--- src/rtl/fifo_pkg.sv ---
// Shared types and widths for the FIFO word packer.
package fifo_pkg;

  localparam int unsigned BYTE_W = 8;
  localparam int unsigned WORD_W = 16;

  localparam logic [BYTE_W-1:0] PARTIAL_PAD = 8'h00;

  typedef logic [1:0] state_t;

  localparam state_t FETCH   = 2'd0;
  localparam state_t CAPTURE = 2'd1;
  localparam state_t SEND    = 2'd2;

endpackage

--- src/rtl/fifo_word_packer_if.sv ---
// FIFO read port, flush request and packed-word valid/ready port of the packer.
interface fifo_word_packer_if;
  import fifo_pkg::*;

  logic              fifo_ren;
  logic [BYTE_W-1:0] fifo_dout;
  logic              fifo_error;
  logic              flush;
  logic              out_valid;
  logic              out_ready;
  logic [WORD_W-1:0] out_data;
  logic              out_partial;

  modport master (
    output fifo_ren, out_valid, out_data, out_partial,
    input  fifo_dout, fifo_error, flush, out_ready
  );

  modport slave (
    input  fifo_ren, out_valid, out_data, out_partial,
    output fifo_dout, fifo_error, flush, out_ready
  );

endinterface

--- src/rtl/packer_timeout_ctr.sv ---
// Counts consecutive empty reads while a byte is held; flags the read that reaches TIMEOUT.
module packer_timeout_ctr
  import fifo_pkg::*;
#(
  parameter int unsigned TIMEOUT = 16
) (
  input  logic clk,
  input  logic rst_n,
  input  logic cnt_en,
  input  logic clr,
  output logic expired
);

  logic [BYTE_W-1:0] cnt_q;

  always_ff @(posedge clk) begin
    if (!rst_n || clr) begin
      cnt_q <= '0;
    end else if (cnt_en) begin
      cnt_q <= cnt_q + 8'd1;
    end
  end

  // Fires on the increment that lands on TIMEOUT so the flush is pending at the next FETCH.
  assign expired = cnt_en && !clr && (cnt_q == BYTE_W'(TIMEOUT - 1));

endmodule

--- src/rtl/fifo_word_packer.sv ---
// Reads bytes from the FIFO and packs pairs into 16-bit words on a valid/ready port.
// Define PACKER_TIMEOUT_EN to auto-flush a held byte after TIMEOUT empty reads.
module fifo_word_packer
  import fifo_pkg::*;
#(
  parameter int unsigned TIMEOUT = 16
) (
  input  logic               clk,
  input  logic               rst_n,
  fifo_word_packer_if.master bus
);

  state_t            state_q, state_d;
  logic [BYTE_W-1:0] hold_q, hold_d;
  logic              byte_cnt_q, byte_cnt_d;
  logic              flush_pend_q, flush_pend_d;
  logic              out_valid_q, out_valid_d;
  logic [WORD_W-1:0] out_data_q, out_data_d;
  logic              out_partial_q, out_partial_d;
  logic              ren;
  logic              flush_req;
  logic              tmo_expired;

`ifdef PACKER_TIMEOUT_EN
  packer_timeout_ctr #(
    .TIMEOUT (TIMEOUT)
  ) u_timeout_ctr (
    .clk     (clk),
    .rst_n   (rst_n),
    .cnt_en  ((state_q == CAPTURE) && bus.fifo_error && byte_cnt_q),
    .clr     (!byte_cnt_q),
    .expired (tmo_expired)
  );
`else
  logic unused_timeout;
  assign unused_timeout = ^TIMEOUT;
  assign tmo_expired    = 1'b0;
`endif

  assign flush_req = bus.flush || flush_pend_q;

  always_comb begin
    state_d       = state_q;
    hold_d        = hold_q;
    byte_cnt_d    = byte_cnt_q;
    flush_pend_d  = flush_pend_q;
    out_valid_d   = out_valid_q;
    out_data_d    = out_data_q;
    out_partial_d = out_partial_q;
    ren           = 1'b0;
    case (state_q)
      FETCH: begin
        flush_pend_d = 1'b0;
        if (flush_req && byte_cnt_q) begin
          out_data_d    = {PARTIAL_PAD, hold_q};
          out_partial_d = 1'b1;
          out_valid_d   = 1'b1;
          byte_cnt_d    = 1'b0;
          state_d       = SEND;
        end else begin
          ren     = 1'b1;
          state_d = CAPTURE;
        end
      end
      CAPTURE: begin
        if (bus.flush || tmo_expired) flush_pend_d = 1'b1;
        state_d = FETCH;
        if (!bus.fifo_error) begin
          if (!byte_cnt_q) begin
            hold_d     = bus.fifo_dout;
            byte_cnt_d = 1'b1;
          end else begin
            out_data_d    = {bus.fifo_dout, hold_q};
            out_partial_d = 1'b0;
            out_valid_d   = 1'b1;
            byte_cnt_d    = 1'b0;
            state_d       = SEND;
          end
        end
      end
      SEND: begin
        if (bus.flush) flush_pend_d = 1'b1;
        if (bus.out_ready) begin
          out_valid_d = 1'b0;
          state_d     = FETCH;
        end
      end
      default: state_d = FETCH;
    endcase
  end

  always_ff @(posedge clk) begin
    if (!rst_n) begin
      state_q       <= FETCH;
      hold_q        <= '0;
      byte_cnt_q    <= 1'b0;
      flush_pend_q  <= 1'b0;
      out_valid_q   <= 1'b0;
      out_data_q    <= '0;
      out_partial_q <= 1'b0;
    end else begin
      state_q       <= state_d;
      hold_q        <= hold_d;
      byte_cnt_q    <= byte_cnt_d;
      flush_pend_q  <= flush_pend_d;
      out_valid_q   <= out_valid_d;
      out_data_q    <= out_data_d;
      out_partial_q <= out_partial_d;
    end
  end

  // State is unknown before the first reset edge, so the read request is gated by reset.
  assign bus.fifo_ren    = ren & rst_n;
  assign bus.out_valid   = out_valid_q;
  assign bus.out_data    = out_data_q;
  assign bus.out_partial = out_partial_q;

endmodule
--- src/flat_wrapper.sv ---
// flat-port wrapper written by rule: the top's interface ports become plain ports
module fifo_word_packer_flat import fifo_pkg::*;
#(
  parameter int unsigned TIMEOUT = 16
)
  (clk, rst_n, bus_fifo_ren, bus_out_valid, bus_out_data, bus_out_partial, bus_fifo_dout, bus_fifo_error, bus_flush, bus_out_ready);
  fifo_word_packer_if bus_i ();
  input  logic clk;
  input  logic rst_n;
  output wire logic [$bits(bus_i.fifo_ren)-1:0] bus_fifo_ren;
  output wire logic [$bits(bus_i.out_valid)-1:0] bus_out_valid;
  output wire logic [$bits(bus_i.out_data)-1:0] bus_out_data;
  output wire logic [$bits(bus_i.out_partial)-1:0] bus_out_partial;
  input wire logic [$bits(bus_i.fifo_dout)-1:0] bus_fifo_dout;
  input wire logic [$bits(bus_i.fifo_error)-1:0] bus_fifo_error;
  input wire logic [$bits(bus_i.flush)-1:0] bus_flush;
  input wire logic [$bits(bus_i.out_ready)-1:0] bus_out_ready;
  assign bus_fifo_ren = bus_i.fifo_ren;
  assign bus_out_valid = bus_i.out_valid;
  assign bus_out_data = bus_i.out_data;
  assign bus_out_partial = bus_i.out_partial;
  assign bus_i.fifo_dout = bus_fifo_dout;
  assign bus_i.fifo_error = bus_fifo_error;
  assign bus_i.flush = bus_flush;
  assign bus_i.out_ready = bus_out_ready;
  fifo_word_packer #(.TIMEOUT(TIMEOUT)) u_core (.clk(clk), .rst_n(rst_n), .bus(bus_i));
endmodule
--- config.mk ---
export PLATFORM = sky130hd
export DESIGN_NAME = fifo_word_packer_flat
export DESIGN_NICKNAME = d
export VERILOG_FILES = /design/src/rtl/fifo_pkg.sv /design/src/rtl/fifo_word_packer_if.sv /design/src/rtl/packer_timeout_ctr.sv /design/src/rtl/fifo_word_packer.sv /design/src/flat_wrapper.sv
export SDC_FILE = /design/constraint.sdc
export NUM_CORES = 1
export LEC_CHECK = 0
export ABC_CLOCK_PERIOD_IN_PS = 2800
export BUFFER_PORTS_ARGS = -buffer_cell sky130_fd_sc_hd__buf_2
export CAP_MARGIN = 0
export CORE_MARGIN = 2
export CORE_UTILIZATION = 54
export CTS_BUF_LIST = sky130_fd_sc_hd__clkbuf_8 sky130_fd_sc_hd__clkbuf_16
export CTS_CLUSTER_SIZE = 40
export DETAILED_ROUTE_END_ITERATION = 16
export PLACE_DENSITY_LB_ADDON = 0.05
export SLEW_MARGIN = 0
export SYNTH_ARGS = -nofsm -noshare
export SYNTH_HDL_FRONTEND = slang
export SYNTH_SLANG_ARGS = --single-unit
--- constraint.sdc ---
create_clock -name clk -period 2.8 [get_ports clk]
set_input_delay 0.56 -clock clk [delete_from_list [all_inputs] [get_ports clk]]
set_output_delay 0.56 -clock clk [all_outputs]
set_load 0.05 [all_outputs]
# Word level (Yosys, flattened, before mapping)
# Cells that the tools add are included.
# totals
regBits,30
inputBits,13
output_inout_bits,19
wordCells,54
# classes
eq_ne,7
muxes,25
bitwise,3
reduce_logical,12
# op_table
operator,count
two-way mux 16 bit,3
one-hot mux 16 bit (2 select lines),1
two-way mux 1 bit,12
two-way mux 2 bit,4
"!= test 2 x 1 -> 1 bit, second input constant",3
one-hot mux 1 bit (2 select lines),3
one-hot mux 2 bit (3 select lines),1
AND reduction 3 bit,2
AND reduction 5 bit,1
"!= test 2 bit, second input constant",2
AND reduction 4 bit,1
nonzero test 2 bit,2
one-hot mux 1 bit (3 select lines),1
nonzero test 3 bit,1
"equality test 2 x 1 -> 1 bit, second input constant",1
"equality test 2 bit, second input constant",1
logical NOT 2 bit,1
NOT 1 bit,2
AND reduction 2 bit,1
OR reduction 2 bit,1
AND 1 bit,1
logical AND 1 bit,1
logical OR 1 bit,1

# Longest topological paths before layout
# Gate-level depths: netlist of the first run.
# logic_depth
depth_word,5
depth_mapped,7
mapped_depth_nobuf,6

# Worst setup path before layout of the first run
# No wires, ideal clock.
# synth_path
kind,input port to output port
start,input rst_n
end,output bus_fifo_ren
arrival_time_ps,1760
required_time_ps,2240
path_slack_ps,480
stages,4
path_buffers,2
path_cell_list,clkbuf_1 > inv_1 > clkbuf_1 > nor2_1
# synth_via
elab_chain_cells,1
# synth_rtl
item,line_no,text
start: declaration,flat_wrapper.sv:9,input logic rst_n;
AND 1 bit,fifo_word_packer.sv:113,assign bus.fifo_ren = ren & rst_n;
end: declaration,flat_wrapper.sv:10,output wire logic [$bits(bus_i.fifo_ren)-1:0] bus_fifo_ren;
# No other way between the ends.

# Worst setup path after layout of the first run
# layout_path
start,register u_core.state_q[0]
end,output bus_fifo_ren
# layout_via
elab_chain_cells,3
# layout_rtl
item,line_no,text
start: declaration,fifo_word_packer.sv:13,"state_t state_q, state_d;"
start signal: assignment,fifo_word_packer.sv:102,state_q <= state_d;
logical NOT 2 bit,fifo_word_packer.sv:51,case (state_q)
two-way mux 1 bit,fifo_word_packer.sv:51,
AND 1 bit,fifo_word_packer.sv:113,
# No other way between the ends.

==> results of run 1 <==
==> cells by family after synthesis <==
logic type,after synthesis,synth area share (%)
DFF,30,45.6
adders and majority gates,4,3.80
and+or+nand+nor,52,19.5
AOI/OAI and AO/OA,29,17.7
muxes,9,6.94
buffers and inverters,16,6.46
==> synth_stat cells, drive strengths merged, types with 3 or more instances <==
library cell	n
dfxtp	30
a21oi	3
o21ai	18
nand3	8
mux2i	8
nand2	20
buf	6
nand4	8
inv	6
clkbuf	4
ha	4
nor2	11
==> report_power, final <==
part | switching, mW | leakage, nW | internal [mW]
registers | 0.00831 | 0.243 | 0.440
logic | 0.0722 | 0.388 | 0.0365
clock network | 0.165 | 0.0472 | 0.197
total | 0.246 | 0.679 | 0.674
==> flip-flops by register name, summed over array words and instances (netlist names) <==
signal / flops
u_core.flush_pend_q: 1
u_core.bus.out_data: 16
u_core.bus.out_partial: 1
u_core.state_q: 2
u_core.hold_q: 8
u_core.bus.out_valid: 1
u_core.byte_cnt_q: 1
==> through the flow <==
stage | worst slack, ns | hold WS (ns) | instance area [um^2]
final | 0.755 | 0.454 | 1570
after global routing | 0.619 | 0.474 | 1570
after CTS | 0.752 | 0.456 | 1570
after detailed placement | 0.787 | 0.447 | 1480
after global placement | 0.871 | 0.442 | 1480
after floorplan | 0.480 | 0.437 | 1320
==> layout make-up <==
| type | instances | area [um^2] | area share (%) |
|---|---|---|---|
| multi-input combinational | 94 | 636 | 40.4 |
| sequential | 30 | 601 | 38.2 |
| timing repair buffer | 35 | 185 | 11.8 |
| clock buffer | 6 | 82.6 | 5.25 |
| tap | 28 | 35.0 | 2.23 |
| inverter | 6 | 22.5 | 1.43 |
| clock inverter | 2 | 12.5 | 0.795 |
==> tightest hold or removal path: stages (launching register included) <==
cell and delay [ns]:
dfxtp_1 0.31, nand2_1 0.06, o21ai_2 0.05
==> per-layer routing <==
metal | up-vias | share of wire [%] | GRT usage (%)
met2 | 26 | 46 | 33.1
met3 | 2 | 4.8 | 8.47
met4 | 0 | 0.62 | 10.3
met5 | - | 0 | 0
li1 | 552 | - | -
met1 | 485 | 49 | 27.6
==> path summary, 6_finish.rpt <==
check | start | to | depth (start not counted)
worst max-delay path | u_core.state_q[0] | bus_fifo_ren | 5
worst min-delay path | u_core.bus.out_data[4] | u_core.bus.out_data[4] | 2
worst max register to register | u_core.state_q[1] | u_core.bus.out_data[14] | 7
worst min register to register | u_core.bus.out_data[4] | u_core.bus.out_data[4] | 2
==> reports/qor.yml, run 1 <==
htreeDepth: 2
cp.required_ns: 2.24
syn2layout_area_growth_pct: 19.6
avgViaCountPerCell: 5.30
syn_inst: 140
route.detailed.drc: 0
design_power_total_mw: 0.920
dieArea_um2: 2850
antenna_found_initial: 0
maxSlewViolCount: 0
layout_min_cycle_time_ns: 2.04
post_cts_resize_count: 0
synth_nets: 157
ios: 32
worstMarginPinSlew_ns: 0.502
wl_per_cell_um: 12.8
cp_slowest_cell: "dfxtp_1"
nNetsFinal: 189
final_util_pct: 69.8
initial_core_util_pct: 58.4
die-width_um: 53.4
skew_ns: 0.00525
cts.sinks: 30
ant_nets: 0
clockBufferDepth: 2
via_count: 1065
grt_max_degree: 35
hold_violations: 0
ys_ff_latch: 30
cts_made_buffers: 5
fp.coreArea_um2: 2250
yosysTopAreaCell: "dfxtp_1"
p_per_area_nw_per_um2: 584
rsz0062_at_grt: "no"
grt_usage_pct: 22.1
layout_common_cells: "buf_2, dfxtp_1, nand2_1"
synth-edff-count: 0
arrival_ns: 1.48
synth_top_cell_area_share_pct: 45.6
fill_cells: 198
placed_cells: 193
cp-start-kind: "register"
cts-hold-fix-buffers: 0
crit_family: "buffers and inverters"
crit_chain: "inv_1 -> ha_1 -> nand2_1 -> nor2_1 -> buf_2"
first_global_vias: 985
grt.overflow.total: 0
portBuffers: 31
synth_area_per_cell_um2: 9.40
insertion_delay_ns: 0.28
fmax_mhz: 489
drt-total-wl_um: 2580
n_antenna_cell: 0
vdd_drop_max_mv: 0.503
cts_tree: "built"
cp_max_fo: 5
tns_ns: 0
netlist_area_um2: 1320
hold_path.class: "register to register"
relSlewSlack_pct: 66.5
crit_path_max_incr_delay_ns: 0.33
cts_setup_buffers: 0
die_h_um: 53.4
synth_warnings: 0
status: "finished clean"
drive_gt1_share_pct: 38.2
place_congestion: 0.713
async_reset_ff_share_pct: 0
hpwl_um: 1750
grt_pass1_wl_um: 4380
synth_ff_type: "dfxtp_1"
fin_crit_sh_pct: 73.0
setup-violations-final: 0
drv_cap: 0
first_pass_iters: 4
synth-seq-area-share_pct: 45.6
layout_commonest_cell: "buf_2"
timing.reg2reg.setup_slack_ns: 0.79
worst-path-buf-inv: 2
netlist_top_cells_area: "dfxtp_1, o21ai_2, mux2i_1"
clk_pin_slew_worst_paths_ns: 0.06
fin_cells: 201
critPathKind: "register to output port"
cts_root_buffer: "clkbuf_8"
cp-end-kind: "output port"
rows: 17
power_leakage_nw: 0.679
drt_iter0_markers: 10
ys_types: 30
Power figures use the tool's default switching activity.
==> run 2: changes to the inputs <==
Settings changed: ABC_CLOCK_PERIOD_IN_PS 2800 to 1650, CORE_UTILIZATION 54 to 46.
Clock period 2.8 ns to 1.65 ns, I/O delays scaled along.
==> run 2 against run 1 <==
Count of clock-buffer cells in the layout shrank 1. Design area grew 5.6%. Non-clock buffer count grew 7. Sequential power grew 71%. Wire length grew 3.3%. Die area grew 16%. Clock power grew 42%. Critical path depth grew 1. Global-route usage shrank 4.9 points. Clock skew shrank 0.0039 ns. Sequential share of layout area shrank 1.9 points. Sequential cell count is the same. Critical path type unchanged. Largest power group unchanged.
==> reports/qor.yml, run 2 (synthesized netlist as in run 1, its figures left out) <==
fmax_mhz: 628
clk_pin_slew_worst_paths_ns: 0.06
p_clk_share_pct: 34.2
cts_root_buffer: "clkbuf_8"
timing.reg2reg.setup_slack_ns: 0.12
first_pass_iters: 4
arrival_ns: 1.26
wl_per_cell_um: 12.7
route.detailed.drc: 0
rsz0062_at_grt: "no"
dieArea_um2: 3310
drt-total-wl_um: 2660
layout_min_cycle_time_ns: 1.59
drv_cap: 0
layout_common_cells: "buf_2, dfxtp_1, nand2_1"
layout_commonest_cell: "buf_2"
ant_nets: 0
fin_cells: 210
reg2regPathDepth: 7
worstSetupEndpoint: "bus_fifo_ren"
place_congestion: 0.691
power_leakage_nw: 0.722
nNetsFinal: 196
antenna_found_initial: 0
netSwitchingPower_mw: 0.387
cp-end-kind: "output port"
initial_core_util_pct: 48.1
die_h_um: 57.5
internal-power_mw: 1.12
setup-violations-final: 0
cts.sinks: 30
avgViaCountPerCell: 5.12
p_per_area_nw_per_um2: 907
rr_endpoint: "u_core.bus.out_data[14]"
relSlewSlack_pct: 77.3
vdd_drop_max_mv: 0.778
worstMarginPinSlew_ns: 0.340
status: "finished clean"
drive_gt1_share_pct: 43.6
clockBufferDepth: 2
cts-hold-fix-buffers: 0
largest_register_ffs: 16
swShare_pct: 25.7
grt_usage_pct: 17.2
n_antenna_cell: 0
hold_path.class: "primary input to register"
cts_made_buffers: 5
skew_ns: 0.00137
wl_met1_um: 1210
grt.overflow.total: 0
wl_met2_um: 1300
combPwrFrac_pct: 15.1
worstReg2RegStart: "u_core.state_q[1]"
hpwl_um: 1860
top_layer: "met4"
seqPwrFrac_pct: 50.7
drt_iter0_markers: 21
final_util_pct: 60.8
critPathKind: "register to output port"
grt_pass1_wl_um: 4340
htreeDepth: 2
hold_violations: 0
route.met3.wl_um: 111
cp.required_ns: 1.32
first_global_vias: 1015
syn2layout_area_growth_pct: 26.2
cts_tree: "built"
fin_area_um2: 1660
placed_cells: 202
cp-startpoint: "u_core.state_q[1]"
fp.coreArea_um2: 2730
maxSlewViolCount: 0
tns_ns: 0
die-width_um: 57.5
cp_max_fo: 4
insertion_delay_ns: 0.27
portBuffers: 31
ios: 32
via_count: 1075
rows: 19
grt_max_degree: 35
cp-start-kind: "register"
fin_crit_sh_pct: 96.5
postPlaceCellArea_um2: 1540
[run 2: area by class of cell]
class                           instances  area [um^2]
Clock buffer                            5         68.8
Clock inverter                          2         7.51
Fill cell                             262         1070
Inverter                                6         25.0
Multi-Input combinational cell         94          658
Sequential cell                        30          603
Tap cell                               31         38.8
Timing Repair Buffer                   42          260
[run 2: worst min-delay path by stage]
stage	startpoint	end	slack (ns)	cells past startpoint
floorplan	u_core.hold_q[5]	u_core.bus.out_data[5]	0.44	2
CTS	bus_fifo_dout[1]	u_core.hold_q[1]	0.32	3
detailed placement	u_core.bus.out_data[6]	u_core.bus.out_data[6]	0.45	2
global placement	u_core.bus.out_data[1]	u_core.bus.out_data[1]	0.44	2
global route	bus_fifo_dout[5]	u_core.bus.out_data[13]	0.33	3
finish	bus_fifo_dout[1]	u_core.hold_q[1]	0.32	3
[run 2: metrics by stage]
stage | worst slack (ns) | power, mW | hold WS (ns)
after global routing | 0.00584 | 1.56 | 0.334
after CTS | 0.0113 | 1.51 | 0.315
after global placement | 0.0914 | 0.982 | 0.443
final | 0.0581 | 1.51 | 0.319
after detailed placement | 0.0500 | 0.987 | 0.445
after floorplan | 0.00398 | 0.912 | 0.437
[run 2: power groups by stage]
stage	Clock, mW	Combinational (mW)	Sequential [mW]
after floorplan	0	0.118	0.794
after global placement	0	0.206	0.776
after detailed placement	0	0.209	0.778
after CTS	0.533	0.216	0.763
after global routing	0.551	0.248	0.766
final	0.515	0.228	0.764
[run 2: timing repair]
item                                    4_1_cts  5_1_grt
hold endpoints to repair                      0        0
gates cloned                                  0        0
setup buffers                                 0        1
pin swaps                                     0        1
endpoints found under the setup margin        1        2
gates resized for setup                       8        5
[run 2: critical path, cell delays in order, from the launching register on]
cell and delay, ns:
dfxtp_2 0.34, inv_2 0.09, ha_4 0.13, buf_6 0.10, nand2_2 0.06, nor2_2 0.12, buf_6 0.16
[run 2: layer usage]
metal / track usage (%) / up-vias
met3: 4.08 / 5
met4: 9.63 / 0
met2: 28.1 / 22
met1: 20.7 / 486
met5: 0 / -
li1: - / 562
